### config.mk
export PLATFORM = sky130hd
export DESIGN_NAME = vga_timing_gen
export DESIGN_NICKNAME = d
export VERILOG_FILES = /design/src/rtl/vga_timing_gen.sv
export SDC_FILE = /design/constraint.sdc
export NUM_CORES = 1
export LEC_CHECK = 0
export CAP_MARGIN = 20
export CORE_AREA = 2 2 83 45
export DETAILED_ROUTE_END_ITERATION = 12
export DIE_AREA = 0 0 85 47
export PLACE_DENSITY_LB_ADDON = 0.15
export SLEW_MARGIN = 0
export SYNTH_ARGS = -nofsm -noshare
export SYNTH_HDL_FRONTEND = slang
export SYNTH_SLANG_ARGS = --single-unit
### constraint.sdc
create_clock -name clk -period 2.5 [get_ports clk]
set_clock_uncertainty 0.15 [all_clocks]
set_input_delay 0.25 -clock clk [delete_from_list [all_inputs] [get_ports clk]]
set_output_delay 0.25 -clock clk [all_outputs]
set_load 0.02 [all_outputs]
### src/rtl/vga_timing_gen.sv
// Raster timing generator for the 800x600 @ 60 Hz path: pixel/line counters plus registered, aligned sync/blank/eof strobes.
// Define VGA_TIMING_CE_EN to add the `ce` pixel-advance enable port.
module vga_timing_gen #(
    parameter int H_ACTIVE = 800,
    parameter int H_FP     = 40,
    parameter int H_SYNC   = 128,
    parameter int H_BP     = 88,
    parameter int V_ACTIVE = 600,
    parameter int V_FP     = 1,
    parameter int V_SYNC   = 4,
    parameter int V_BP     = 23
) (
    input  logic        clk,
    input  logic        rst,
`ifdef VGA_TIMING_CE_EN
    input  logic        ce,
`endif
    output logic [10:0] hcount,
    output logic        hsync,
    output logic        hblnk,
    output logic [9:0]  vcount,
    output logic        vsync,
    output logic        vblnk,
    output logic        eof
);

    localparam int H_TOTAL = H_ACTIVE + H_FP + H_SYNC + H_BP;
    localparam int V_TOTAL = V_ACTIVE + V_FP + V_SYNC + V_BP;

    localparam logic [10:0] H_LAST     = 11'(H_TOTAL - 1);
    localparam logic [10:0] H_BLANK    = 11'(H_ACTIVE);
    localparam logic [10:0] H_SYNC_BEG = 11'(H_ACTIVE + H_FP);
    localparam logic [10:0] H_SYNC_END = 11'(H_ACTIVE + H_FP + H_SYNC - 1);
    localparam logic [9:0]  V_LAST     = 10'(V_TOTAL - 1);
    localparam logic [9:0]  V_BLANK    = 10'(V_ACTIVE);
    localparam logic [9:0]  V_SYNC_BEG = 10'(V_ACTIVE + V_FP);
    localparam logic [9:0]  V_SYNC_END = 10'(V_ACTIVE + V_FP + V_SYNC - 1);

    logic [10:0] hcount_q, hcount_d;
    logic [9:0]  vcount_q, vcount_d;
    logic        hsync_q, hsync_d;
    logic        hblnk_q, hblnk_d;
    logic        vsync_q, vsync_d;
    logic        vblnk_q, vblnk_d;
    logic        eof_q, eof_d;
    logic        advance;

`ifdef VGA_TIMING_CE_EN
    assign advance = ce;
`else
    assign advance = 1'b1;
`endif

    always_comb begin
        // NOTE: every always_comb output gets a default first so no path leaves it unassigned (no latch).
        hcount_d = hcount_q;
        vcount_d = vcount_q;
        if (advance) begin
            if (hcount_q == H_LAST) begin
                hcount_d = '0;
                vcount_d = (vcount_q == V_LAST) ? '0 : vcount_q + 10'd1;
            end else begin
                hcount_d = hcount_q + 11'd1;
            end
        end

        // Decoding the next-state counters lets the strobes land on the same edge as the counters they describe.
        hblnk_d = (hcount_d >= H_BLANK);
        hsync_d = (hcount_d >= H_SYNC_BEG) && (hcount_d <= H_SYNC_END);
        vblnk_d = (vcount_d >= V_BLANK);
        vsync_d = (vcount_d >= V_SYNC_BEG) && (vcount_d <= V_SYNC_END);
        eof_d   = (hcount_d == H_LAST) && (vcount_d == V_LAST);
    end

    always_ff @(posedge clk or negedge rst) begin
        if (!rst) begin
            hcount_q <= '0;
            vcount_q <= '0;
            hsync_q  <= 1'b0;
            hblnk_q  <= 1'b0;
            vsync_q  <= 1'b0;
            vblnk_q  <= 1'b0;
            eof_q    <= 1'b0;
        end else begin
            // NOTE: non-blocking assignments so all state updates see the pre-edge values.
            hcount_q <= hcount_d;
            vcount_q <= vcount_d;
            hsync_q  <= hsync_d;
            hblnk_q  <= hblnk_d;
            vsync_q  <= vsync_d;
            vblnk_q  <= vblnk_d;
            eof_q    <= eof_d;
        end
    end

    assign hcount = hcount_q;
    assign vcount = vcount_q;
    assign hsync  = hsync_q;
    assign hblnk  = hblnk_q;
    assign vsync  = vsync_q;
    assign vblnk  = vblnk_q;
    assign eof    = eof_q;

endmodule

== Word level (Yosys, flattened, before mapping) ==
Index checks and enable logic that the tools add are counted.

* Bits of input ports: 2
* Logic and storage cells: 25
* Output and inout port bits: 26
* Bits in registers: 26

* Add/subtract/negate cells: 2
* Magnitude comparators: 6
* Multiplexer cells: 3
* Equality and inequality tests: 4
* Reduce and logical (&&, ||, !) cells: 3

{| class="wikitable"
|+ Operator list
! kind !! number
|-
| equality test 11 bit, second input constant || 2
|-
| >= comparator 11 x 10 -> 1 bit, second input constant || 2
|-
| equality test 10 bit, second input constant || 2
|-
| >= comparator 10 bit, second input constant || 2
|-
| 2-to-1 mux 10 bit || 2
|-
| adder 11 x 1 -> 11 bit, second input constant || 1
|-
| less-or-equal comparator 11 x 10 -> 1 bit, second input constant || 1
|-
| 2-to-1 mux 11 bit || 1
|-
| adder 10 x 1 -> 10 bit, second input constant || 1
|-
| less-or-equal comparator 10 bit, second input constant || 1
|-
| logical AND 1 bit || 3
|}

== Longest topological paths before layout ==
* Word-level depth: 5
* Gate-level depth with buffers: 8
* Gate-level depth less buffers: 7

== Worst setup path after synthesis ==
OpenSTA, ideal clock, no wires.

* Kind: register -> register
* From: register hcount_q[5], in the netlist hcount[5]
* To: register eof_q, in the netlist eof
* Arrival: 2.497 ns
* Slack: -0.215 ns
* Setup time: 0.068 ns
* Data required time: 2.282 ns
* Cell stages (with the launch flop): 9
* Buffers on the path: 2
* Period minus slack after synthesis: 2.715 ns
* Path through: dfrtp_1 > buf_6 > or4b_4 > or4_1 > buf_2 > mux2i_1 > nor3_1 > nand4b_1 > and4b_1

* Word-level cells in the longest chain between the ends: 4
* Elaborated cells on any way between the ends: 7
* Those cells by class: add/sub (1); eq/ne (3); mux (2); reduce/logical (1)

{| class="wikitable"
|+ RTL lines
! element !! line !! text
|-
| start: declaration || 39 || <nowiki>logic [10:0] hcount_q, hcount_d;</nowiki>
|-
| start signal: assignment || 86 || <nowiki>hcount_q <= hcount_d;</nowiki>
|-
| equality test 11 bit || 59 || <nowiki>if (hcount_q == H_LAST) begin</nowiki>
|-
| 2-to-1 mux 10 bit || 59 ||
|-
| via vcount_d[9] || 40 || <nowiki>logic [9:0] vcount_q, vcount_d;</nowiki>
|-
| equality test 10 bit || 72 || <nowiki>eof_d = (hcount_d == H_LAST) && (vcount_d == V_LAST);</nowiki>
|-
| logical AND 1 bit || 72 ||
|-
| via eof_d || 45 || <nowiki>logic eof_q, eof_d;</nowiki>
|-
| end signal: assignment || 92 || <nowiki>eof_q <= eof_d;</nowiki>
|-
| end: declaration || 45 ||
|}

The timed path passes the listed nets, and every way through them passes these cells.

== Final worst setup path ==
* From: register hcount_q[9], in the netlist hcount[9]
* To: register eof_q, in the netlist eof

The elaborated chain is that of the path after synthesis.

==> summary.log <==
[pwr] total net switching power 140.6 uW
[timing] summed negative setup slack over all endpoints 0 ps
[cts] root buffer selected by CTS clkbuf_8
[drt] Vias/cell 5.800
[worst_hold_path] Worst Hold Class in -> async
[pwr] power per cell area 361.7 nW/um^2
[place] placed wire-length estimate after detailed placement 3047 um
[setup_path] Max Fanout on Critical Path 5
[cts] CTS H-tree lvls 1
[pwr] relative contribution of combinational cells to total power 0.015
[drt] Initial DRT Pass Iterations 5
[setup_path] slowest stage cell on the critical path or4b_4
[global_route] vias in the first global route 1178
[setup_path] R2R Setup Slk 50 ps
[timing] unrepaired setup endpoints after global routing yes
[timing] max_slew headroom 0.7124
[floorplan] overall die area 3995 um^2
[synth] cell count after synthesis 157
[synth] warning count from the yosys run 0
[cts] number of clock sinks 26
[global_route] number of antenna violations at the first check in global routing 0
[final_layout] share of layout cells above drive strength 1 0.1465
[synth] Synth Flop Type dfrtp_1
[synth] flip-flop and latch count after synthesis 26
[timing] final hold slack 182.2 ps
[drt] post-detailed-route DRC marker count 0
[timing] count of final hold-check violations 0
[synth] largest cells by area after synthesis dfrtp_1 44%, xnor2_1 4.8%, xor2_1 4.8%
[floorplan] x dimension of the die 85 um
[setup_path] arrival time worst endpoint 2520 ps
[final_layout] relative area change from synthesis to final layout 32.76%
[setup_path] startpoint type of the worst setup path flip-flop
[floorplan] CORE AREA 3284 um^2
[final_layout] leading cell type in the layout, fill and taps excluded clkdlybuf4s50_1
[pwr] part of the power in registers 0.596
[synth] average footprint of a synthesized cell 9.340 um^2
[synth] Net Count, Synth 162
[setup_path] Crit. End Element flip-flop
[drt] via total after detailed routing 1392
[setup_path] Critical Path RT 2570 ps
[synth] Yosys top cell area share 0.4437
[floorplan] # IOs 28
[setup_path] largest stage delay on the critical path 580 ps
[timing] count of final max-slew check failures 0
[global_route] maximum number of pins on one net before global-route repair 27
[place] Final GP Congestion 0.8846
[timing] time the worst path needs with I/O delays and setup 2449 ps
[global_route] residual overflow from global routing 0
[cts] largest buffer count on any clock path 2
[final_layout] Final #Nets 204
[synth] number of enable-type register cells in the synthesized netlist 0
[timing] top achievable clock speed 408.3 MHz
[cts] Num CTS Buffers 3
[floorplan] starting density of the core 0.4465
[drt] overall routed net length 3999 um
[synth] most area-hungry cell type in the Yosys netlist dfrtp_1
[timing] fin crit share 0.9796
[pwr] switching power share of the total 0.1997
[final_layout] commonest non-fill, non-tap cells in the layout 27 x clkdlybuf4s50_1, 23 x dfrtp_1, 14 x nand2_1, 14 x buf_4, 13 x nor2_1
[run_status] result of the run completed
[pwr] leakage power 0.8163 nW
[pwr] worst IR drop on VDD 0.3256 mV
[synth] share of the yosys chip area belonging to registers 0.4437
[synth] summed instance area of the synthesized netlist 1466 um^2
[floorplan] height of the chip 47 um
[drt] routed length per placed instance 16.66 um
[drt] antenna-violating nets left 0
[pwr] Int Pwr 563.6 uW
[global_route] Global Route Usage Sum 0.2132
[cts] Skew-Pair Late Insertion Delay 280 ps
[drt] First DRT Iteration DRCs 194
[synth] async set-or-reset flop fraction in the synthesized netlist 1.000
[setup_path] cell breakdown of the critical path or4b_4, or4_4, mux2i_1, nor3_2, nand4b_1, and4b_1
[job] max-capacitance violation count 0
[setup_path] Bufs and invs on worst path 0
[final_layout] fin cells 240
[final_layout] number of antenna repair diodes 0
[timing] Tightest Pin Transition 425.6 ps
[timing] final-report setup violation count 0
[setup_path] type of the setup path with the least slack reg -> reg
[place] Inst Count DP 236
[pwr] part of the total power dissipated in the clock network 0.389
[synth] number of distinct library cells after synthesis 43
[cts] clock-pin slew on the worst setup and hold paths 90 ps
[floorplan] cell row count 15
[place] Port-buffer cells 27
[setup_path] kind of cell adding the most delay to the critical path simple AND/OR/NAND/NOR gates
[cts] post-CTS setup buffers 0
[cts] CTS tree yes
[global_route] wire length of the first global-routing pass 6189 um
## power by group through the flow
stage	Sequential [mW]	Clock [mW]	Combinational [mW]
detailed placement	0.428	0	0.0114
global placement	0.428	0	0.0110
finish	0.420	0.274	0.0105
global route	0.420	0.302	0.0124
floorplan	0.429	0	0.000000289
CTS	0.420	0.283	0.0114
## path summary, 6_finish.rpt
kind                                      from                   to  cells after the start
min reg2reg                hcount[0]$_DFF_PN0_  hcount[0]$_DFF_PN0_                      1
max in group asynchronous                  rst  hcount[5]$_DFF_PN0_                      2
max reg2reg                hcount[9]$_DFF_PN0_        eof$_DFF_PN0_                      6
min in group clk           hcount[0]$_DFF_PN0_  hcount[0]$_DFF_PN0_                      1
min                                        rst  hcount[2]$_DFF_PN0_                      2
max                        hcount[9]$_DFF_PN0_        eof$_DFF_PN0_                      6
## cell type report
class | instances | area (um^2)
fillers | 294 | 1338
multi-input cells | 118 | 775.7
flip-flops and latches | 26 | 654.4
repair buffers | 41 | 375.4
clock buffers | 4 | 55.05
well taps | 42 | 52.55
inverters | 9 | 33.78
## cell usage after synthesis (2+ instances only)
cell / number
nand4_1: 7
o21ai_0: 7
xor2_1: 8
or3_1: 2
xnor2_1: 8
a31oi_1: 2
nor4bb_1: 2
or4_1: 4
nor3_1: 6
nand3b_1: 2
nand2_1: 14
and3_1: 2
a21oi_1: 3
inv_1: 9
ha_1: 3
dfrtp_1: 26
o211ai_1: 2
nor4_1: 3
nand3_1: 11
nor2_1: 13
## through the flow
step,cell area (um^2),setup slack [ps],utilization,power [mW]
after floorplan,1478,-70.37,-,0.4286
after global placement,1874,44.14,0.5707,0.4395
after detailed placement,1874,-30.18,0.5707,0.4399
after CTS,1938,46.04,0.5901,0.7140
after global routing,1947,-43.18,0.5928,0.7349
final,1947,50.89,0.5928,0.7042
## kinds of logic after synthesis
logic type               share of synthesized area
AO/OA/AOI/OAI                               0.1041
XOR/XNOR                                   0.09557
adder cells (fa/ha/maj)                    0.02560
buffers and inverters                      0.04009
flip-flops                                  0.4437
multiplexers                              0.006826
AND/OR/NAND/NOR                             0.2841
## registers in the layout (all words and copies together), names as in the netlist
register / flops
hsync: 1
hcount: 11
vsync: 1
vblnk: 1
eof: 1
hblnk: 1
vcount: 10
## per-layer routing
| layer | routed length (um) | track usage | vias up |
|---|---|---|---|
| met5 | 0 | 0 | - |
| met4 | 21 | 0.07302 | 0 |
| met3 | 472 | 0.07733 | 4 |
| met2 | 1601 | 0.2828 | 94 |
| met1 | 1905 | 0.3180 | 645 |
| li1 | - | - | 649 |
## what timing repair did
item                                    in CTS  in global routing
hold buffers                                 0                  0
gates resized for setup                      2                  4
endpoints found under the setup margin       2                  3
pin swaps                                    0                  1
## worst register-to-register path, stage by stage (launching register included)
cell      delay [ps]
dfrtp_1          390
or4b_4           580
or4_4            480
mux2i_1          160
nor3_2           220
nand4b_1         150
and4b_1          270
(Power assumes the default switching activity.)
